[src/rtl/arm_imm_encoder_if.sv]
// Start/done request bus for the rotated-immediate encoder.
// The master issues a value to encode; the slave returns imm8/rot and a valid flag.
interface arm_imm_encoder_if #(
  parameter int unsigned N     = 32,
  parameter int unsigned ROT_W = 4
);
  logic             start;
  logic [N-1:0]     value;
  logic             busy;
  logic             done;
  logic             valid;
  logic [ROT_W-1:0] rot;
  logic [7:0]       imm8;

  modport master (output start, value, input busy, done, valid, rot, imm8);
  modport slave  (input start, value, output busy, done, valid, rot, imm8);
endinterface

[src/rtl/arm_imm_encoder.sv]
// Iterative ARMv4 rotated-immediate encoder: tests one even rotation per clock
// and returns the smallest rot with value == ROR(imm8, 2*rot).
module arm_imm_encoder #(
  parameter int unsigned N     = 32,
  parameter int unsigned ROT_W = 4
) (
  input  logic                clk,
  input  logic                reset,
  arm_imm_encoder_if.slave    bus
);

  localparam int unsigned SH_W = ROT_W + 1;

  typedef enum logic [1:0] {IDLE, SEARCH, DONE} state_t;

  state_t           state, state_n;
  logic [ROT_W-1:0] cnt, cnt_n;
  logic [N-1:0]     value_q, value_q_n;
  logic             busy_q, busy_n;
  logic             done_q, done_n;
  logic             valid_q, valid_n;
  logic [ROT_W-1:0] rot_q, rot_n;
  logic [7:0]       imm8_q, imm8_n;

  logic [SH_W-1:0]  sh_c;
  logic [2*N-1:0]   dbl_c;
  logic [N-1:0]     cand_c;
  logic             hit_c;

  // Candidate for the current count: left-rotate by 2*cnt via a doubled word.
  always_comb begin
    sh_c   = {cnt, 1'b0};
    dbl_c  = {value_q, value_q} << sh_c;
    cand_c = dbl_c[2*N-1:N];
    hit_c  = (cand_c[N-1:8] == '0);
  end

  always_ff @(posedge clk or posedge reset) begin
    if (reset) begin
      state   <= IDLE;
      cnt     <= '0;
      value_q <= '0;
      busy_q  <= 1'b0;
      done_q  <= 1'b0;
      valid_q <= 1'b0;
      rot_q   <= '0;
      imm8_q  <= '0;
    end else begin
      state   <= state_n;
      cnt     <= cnt_n;
      value_q <= value_q_n;
      busy_q  <= busy_n;
      done_q  <= done_n;
      valid_q <= valid_n;
      rot_q   <= rot_n;
      imm8_q  <= imm8_n;
    end
  end

  // Next state; result fields hold unless a search completes.
  always_comb begin
    state_n   = state;
    cnt_n     = cnt;
    value_q_n = value_q;
    busy_n    = busy_q;
    done_n    = 1'b0;
    valid_n   = valid_q;
    rot_n     = rot_q;
    imm8_n    = imm8_q;
    case (state)
      IDLE: begin
        if (bus.start) begin
          value_q_n = bus.value;
          cnt_n     = '0;
          busy_n    = 1'b1;
          state_n   = SEARCH;
        end
      end
      SEARCH: begin
        if (hit_c) begin
          rot_n   = cnt;
          imm8_n  = cand_c[7:0];
          valid_n = 1'b1;
          busy_n  = 1'b0;
          state_n = DONE;
        end else if (&cnt) begin
          rot_n   = '0;
          imm8_n  = '0;
          valid_n = 1'b0;
          busy_n  = 1'b0;
          state_n = DONE;
        end else begin
          cnt_n = cnt + ROT_W'(1);
        end
      end
      DONE: begin
        done_n  = 1'b1;
        state_n = IDLE;
      end
      default: state_n = IDLE;
    endcase
  end

  assign bus.busy  = busy_q;
  assign bus.done  = done_q;
  assign bus.valid = valid_q;
  assign bus.rot   = rot_q;
  assign bus.imm8  = imm8_q;

endmodule

[src/flat_wrapper.sv]
// flat-port wrapper written by rule: the top's interface ports become plain ports
module arm_imm_encoder_flat 
#(
  parameter int unsigned N     = 32,
  parameter int unsigned ROT_W = 4
)
  (clk, reset, bus_start, bus_value, bus_busy, bus_done, bus_valid, bus_rot, bus_imm8);
  arm_imm_encoder_if #(.N(N), .ROT_W(ROT_W)) bus_i ();
  input  logic clk;
  input  logic reset;
  input wire logic [$bits(bus_i.start)-1:0] bus_start;
  input wire logic [$bits(bus_i.value)-1:0] bus_value;
  output wire logic [$bits(bus_i.busy)-1:0] bus_busy;
  output wire logic [$bits(bus_i.done)-1:0] bus_done;
  output wire logic [$bits(bus_i.valid)-1:0] bus_valid;
  output wire logic [$bits(bus_i.rot)-1:0] bus_rot;
  output wire logic [$bits(bus_i.imm8)-1:0] bus_imm8;
  assign bus_i.start = bus_start;
  assign bus_i.value = bus_value;
  assign bus_busy = bus_i.busy;
  assign bus_done = bus_i.done;
  assign bus_valid = bus_i.valid;
  assign bus_rot = bus_i.rot;
  assign bus_imm8 = bus_i.imm8;
  arm_imm_encoder #(.N(N), .ROT_W(ROT_W)) u_core (.clk(clk), .reset(reset), .bus(bus_i));
endmodule
[config.mk]
export PLATFORM = sky130hd
export DESIGN_NAME = arm_imm_encoder_flat
export DESIGN_NICKNAME = d
export VERILOG_FILES = /design/src/rtl/arm_imm_encoder_if.sv /design/src/rtl/arm_imm_encoder.sv /design/src/flat_wrapper.sv
export SDC_FILE = /design/constraint.sdc
export NUM_CORES = 1
export LEC_CHECK = 0
export ABC_AREA = 1
export CAP_MARGIN = 20
export CORE_MARGIN = 5
export CORE_UTILIZATION = 50
export CTS_BUF_LIST = sky130_fd_sc_hd__clkbuf_4
export DETAILED_ROUTE_END_ITERATION = 7
export HOLD_SLACK_MARGIN = 0.03
export PLACE_DENSITY_LB_ADDON = 0.05
export SLEW_MARGIN = 15
export SYNTH_ARGS = -nofsm -noshare
export SYNTH_HDL_FRONTEND = slang
export SYNTH_SLANG_ARGS = --single-unit
[constraint.sdc]
create_clock -name clk -period 1.8 [get_ports clk]
set_input_delay 0.27 -clock clk [delete_from_list [all_inputs] [get_ports clk]]
set_output_delay 0.27 -clock clk [all_outputs]
set_load 0.005 [all_outputs]
Word-level counts from Yosys, hierarchy flattened:

Index checks and enable logic that the tools add are counted.

* register bits after elaboration: 53
* input port bits: 35
* output and inout bits: 15
* word-level logic and storage cells: 44

* add/sub/neg operators: 1
* equality and inequality tests: 6
* shift operators: 1
* multiplexer cells: 18
* reduce and logical (&&, ||, !) cells: 10

Operators by type and width (number)
* $shl A64 B5 Y64: 1
* $logic_not A24 Y1: 1
* $mux W4: 5
* $mux W8: 2
* $pmux W4 S2: 1
* $reduce_and A4 Y1: 2
* $mux W2: 3
* $ne A2 B2 Y1 const B: 3
* $reduce_and A2 Y1: 3
* $mux W1: 5
* $add A4 B1 Y4 const B: 1
* $pmux W2 S2: 1
* $reduce_bool A2 Y1: 2
* $ne A3 B1 Y1 const B: 1
* $reduce_and A3 Y1: 1
* $eq A2 B1 Y1 const B: 1
* $eq A2 B2 Y1 const B: 1
* $logic_not A2 Y1: 1
* $pmux W1 S2: 1

Depth between registers and ports, before layout:

* word-level depth: 4
* gate-level depth with buffers: 17
* depth with buffers taken out: 15

Worst setup path before layout:

No wires, ideal clock.

* path kind: reg-to-reg
* from: register u_core.cnt[0]
* to: register u_core.busy_q (netlist: u_core.bus.busy)
* arrival time: 1.783 ns
* data required time: 1.668 ns
* path slack: -0.115 ns
* cell stages (with the launch flop): 16
* path buffers: 3
* period minus slack after synthesis: 1.915 ns
* cells stage by stage: dfrtp_1 -> buf_6 -> buf_2 -> nand2_1 -> nand3_1 -> nand2_1 -> nand2_1 -> nor2_1 -> inv_1 -> nand2_1 -> nand3_1 -> nand2_2 -> nand4_2 -> buf_4 -> nand3_1 -> nand2_1

* word-level cells in the longest chain between the ends: 4
* elaborated cells on any way between the ends: 7
* those cells by class: 1 x eq/ne; 1 x shift; 2 x mux; 3 x reduce/logical

RTL lines
* start, declared: RTL line arm_imm_encoder.sv:17 `logic [ROT_W-1:0] cnt, cnt_n;`
* start signal, assigned: RTL line arm_imm_encoder.sv:50 `cnt <= cnt_n;`
* $shl A64 B5 Y64: RTL line arm_imm_encoder.sv:33 `dbl_c = {value_q, value_q} << sh_c;`
* $logic_not A24 Y1: RTL line arm_imm_encoder.sv:35 `hit_c = (cand_c[N-1:8] == '0);`
* $ne A3 B1 Y1 (no source line) or $mux W1 (tied branches)
* $reduce_and A3 Y1 (no source line) or $pmux W1 S2 (tied branches)
* end signal, assigned: RTL line arm_imm_encoder.sv:52 `busy_q <= busy_n;`
* end, declared: RTL line arm_imm_encoder.sv:19 `logic busy_q, busy_n;`

Several ways; a longest one is shown, not always the timed one.
A chain may end at the register's enable or synchronous reset.

Worst setup path in the final report:

* from: register u_core.cnt[0]
* to: register u_core.cnt[2]

* word-level cells in the longest chain between the ends: 4
* elaborated cells on any way between the ends: 10
* those cells by class: 1 x add/sub; 2 x eq/ne; 1 x shift; 3 x mux; 3 x reduce/logical

RTL lines (RTL line)
* $shl A64 B5 Y64 or $add A4 B1 Y4 (tied branches): arm_imm_encoder.sv:33, arm_imm_encoder.sv:93
* $logic_not A24 Y1 or $mux W4 (tied branches): arm_imm_encoder.sv:35, arm_imm_encoder.sv:86
* $ne A2 B2 Y1 (no source line) or $mux W4 (tied branches)
* $reduce_and A4 Y1 (no source line) or $pmux W4 S2 (tied branches)

Several ways; a longest one is shown, not always the timed one. The select of a mux whose other input is x is not followed.

==> flow_metrics.py <==
metrics = {
    "timing": {
        "fin_crit_ps": 2150,
        "worstMarginPinSlew_ps": 475,
        "min_period_over_period_pct": 119,
        "hold_viol_final": 0,
        "max-slew-margin-rel_pct": 68.3,
        "slew_viol_final": 0,
        "finClkSkew_ps": 15.1,
        "max_clock_freq_ghz": 0.466,
        "rsz0062_at_grt": "yes",
        "final-setup-viol-count": 20,
        "layout_setup_ws_ps": -346,
    },
    "global_route": {
        "grt-ovfl-total": 0,
        "grt_pass1_wl_um": 16400,
        "grt_max_degree": 54,
        "track_usage_pct": 23.2,
        "grt_pass1_vias": 3465,
        "antenna_found_initial": 0,
    },
    "placed_design": {
        "pre_cts_ws_ps": -358,
        "dpl-instance-area_mm2": 0.00436,
        "dp_cells": 653,
        "numPortBuffers": 49,
        "gp_congestion": 0.959,
        "dp_hpwl_um": 7010,
    },
    "power_and_ir_drop": {
        "p_leak_nw": 2.28,
        "p_int_w": 0.00444,
        "p_per_area_mw_per_mm2": 1880,
        "switchingPower_w": 0.00412,
        "swShare_pct": 48.1,
        "combinationalPowerShare_pct": 69.3,
        "vdd_drop_max_uv": 1110,
        "p_seq_share_pct": 24.5,
        "clkPwrFrac_pct": 6.2,
        "total_power_w": 0.00856,
    },
    "synthesis": {
        "mappedNetlistArea_mm2": 0.00348,
        "synth_nets": 534,
        "synth-warning-count": 0,
        "seq_area_frac_synth_pct": 38.1,
        "synth.lib_cells_used.distinct": 24,
        "syn-mean-instance-area_um2": 6.99,
        "synthCells": 498,
        "ys_seq_elements": 53,
    },
    "clock_tree": {
        "clkLatencyLatePin_ps": 370,
        "cts_tree": "yes",
        "clockRootBuffer": "clkbuf_4",
        "cts.htree.levels": 2,
        "cts_hold_buf": 0,
        "path_clk_slew_ps": 150,
        "cts_buffer_depth": 2,
        "numCtsBuffers": 5,
        "clock-sinks": 53,
    },
    "hold_path": {
        "hold_class": "in -> async",
    },
    "floorplan": {
        "num_rows": 30,
        "die_y_um": 93.5,
        "fp.dieW_um": 93.5,
        "initial_utilization_pct": 51.3,
        "ios": 50,
        "core-area_mm2": 0.00679,
        "dieArea_mm2": 0.00874,
    },
    "finish": {
        "multi_input_area_mm2": 0.00208,
        "design_area_mm2": 0.00456,
        "final_net_count": 605,
        "antenna_cells": 0,
        "areaGrowthSynthToFinish_pct": 31.0,
        "final_cell_mix": "nand2_1 (188), nand3_1 (88), dfrtp_1 (52)",
        "seq_area_mm2": 0.00133,
        "layout_commonest_cell": "nand2_1",
        "drive_gt1_share_pct": 21.9,
        "stdcell_count": 666,
        "fill_cells": 622,
    },
    "detailed_routing": {
        "vias_per_cell": 5.30,
        "drc": 0,
        "first_pass_iters": 5,
        "wl_per_cell_um": 14.3,
        "drt_iter0_drc": 318,
        "drt_wl_total_um": 9550,
        "num_vias": 3528,
        "postRouteAntennaNets": 0,
    },
    "status": {
        "violations": "setup timing",
        "status": "finished, violations left",
    },
    "setup_path": {
        "arrival_ps": 2470,
        "cp.required_ps": 2130,
        "worstSetupEndpointType": "register",
        "critPathMaxFanout": 32,
        "crit_type": "reg -> reg",
        "critical_path.startpoint_type": "register",
    },
    "job": {
        "maxCapViolations": 0,
    },
}
-- routing by layer --
metal / wire (um) / global-route usage [%] / vias up / part of all wire, %
li1: - / - / 1762 / -
met1: 4220 / 32.2 / 1633 / 44
met2: 4600 / 38.4 / 120 / 48
met3: 621 / 3.22 / 13 / 6.5
met4: 110 / 4.76 / 0 / 1.2
met5: 0 / 0 / - / 0
-- critical path, cell delays in order (launching register included) --
cell and delay, ps:
dfrtp_2 450, inv_4 50, buf_12 160, nand2_1 110, nand3_1 110, nand2_2 100
nand2_1 50, nor2_1 120, nand2_1 80, nand2_2 70, nand3_1 90, nand2_2 160
nand3_4 160, nand2_4 140, buf_4 110, nand3_1 50, nand2_1 70
-- final cells by class --
cell class | instances | share of cell area, %
clock buffers | 6 | 0.987
clock inverters | 2 | 0.219
inverters | 19 | 1.73
multi-input cells | 400 | 45.6
flip-flops and latches | 53 | 29.1
well taps | 96 | 2.63
repair buffers | 90 | 19.8
-- through the flow --
step	utilization [%]	setup TNS, ps	hold WS [ps]
2_1_floorplan	-	-194	421
3_3_place_gp	64.2	-5150	459
3_5_place_dp	64.2	-6040	486
4_1_cts	66.5	-4510	253
5_1_grt	67.1	-8650	272
6_report	67.1	-6040	254
-- state kept, by name, summed over array words and instances, names as in the netlist --
name              flops
u_core.bus.rot        4
u_core.bus.imm8       8
u_core.bus.busy       1
u_core.value_q       32
u_core.bus.done       1
u_core.bus.valid      1
u_core.state          2
u_core.cnt            4
-- cell families (layout without fill, tap and decap cells) --
kind of cell	Yosys count	after routing	synth area share [%]
AND/OR/NAND/NOR	352	354	42.4
adder cells (fa/ha/maj)	1	1	0.359
buffers and inverters	47	117	6.90
flip-flops	53	53	38.1
AO/OA/AOI/OAI	13	13	1.94
multiplexers	32	32	10.3
-- power by group through the flow --
stage	Clock (W)	Sequential, W	Combinational (W)
after floorplan	0	0.00195	0.00384
after global placement	0	0.00209	0.00552
after detailed placement	0	0.00210	0.00559
after CTS	0.000555	0.00208	0.00585
after global routing	0.000593	0.00215	0.00672
final	0.000531	0.00209	0.00594
-- synth_stat cells, drive strengths merged --
| master | instances | area (um2) |
|---|---|---|
| dfrtp | 53 | 1330 |
| nand2 | 212 | 801 |
| nand3 | 95 | 488 |
| mux2 | 32 | 360 |
| ha | 1 | 12.5 |
| o21a | 1 | 7.51 |
| and2 | 1 | 6.26 |
| nand4 | 3 | 25.0 |
| nor2 | 41 | 156 |
| inv | 19 | 73.8 |
| buf | 22 | 144 |
| o21ai | 10 | 50.0 |
| a21oi | 2 | 10.0 |
| clkbuf | 6 | 22.5 |
-- final timing paths --
| path | start | to | slack [ps] | cells past startpoint |
|---|---|---|---|---|
| setup / recovery | u_core.cnt[0]$_DFFE_PP0P_ | u_core.cnt[2]$_DFFE_PP0P_ | -350 | 16 |
| hold / removal | reset | u_core.bus.rot[1]$_DFFE_PP0P_ | 250 | 3 |
| setup reg to reg | u_core.cnt[0]$_DFFE_PP0P_ | u_core.cnt[2]$_DFFE_PP0P_ | -350 | 16 |
| hold reg to reg | u_core.state[0]$_DFFE_PP0P_ | u_core.bus.done$_DFF_PP0_ | 520 | 1 |
| max in group asynchronous | reset | u_core.cnt[0]$_DFFE_PP0P_ | 1310 | 3 |
| min in group clk | bus_value[14] | u_core.value_q[14]$_DFFE_PP0P_ | 500 | 2 |
-- timing repair --
item	in CTS	in global routing
pin swaps	10	9
endpoints found under the setup margin	20	20
cloned	1	1
buffers inserted	3	0
gates resized for setup	23	10
Note: power is estimated with default switching activity, not from simulation.
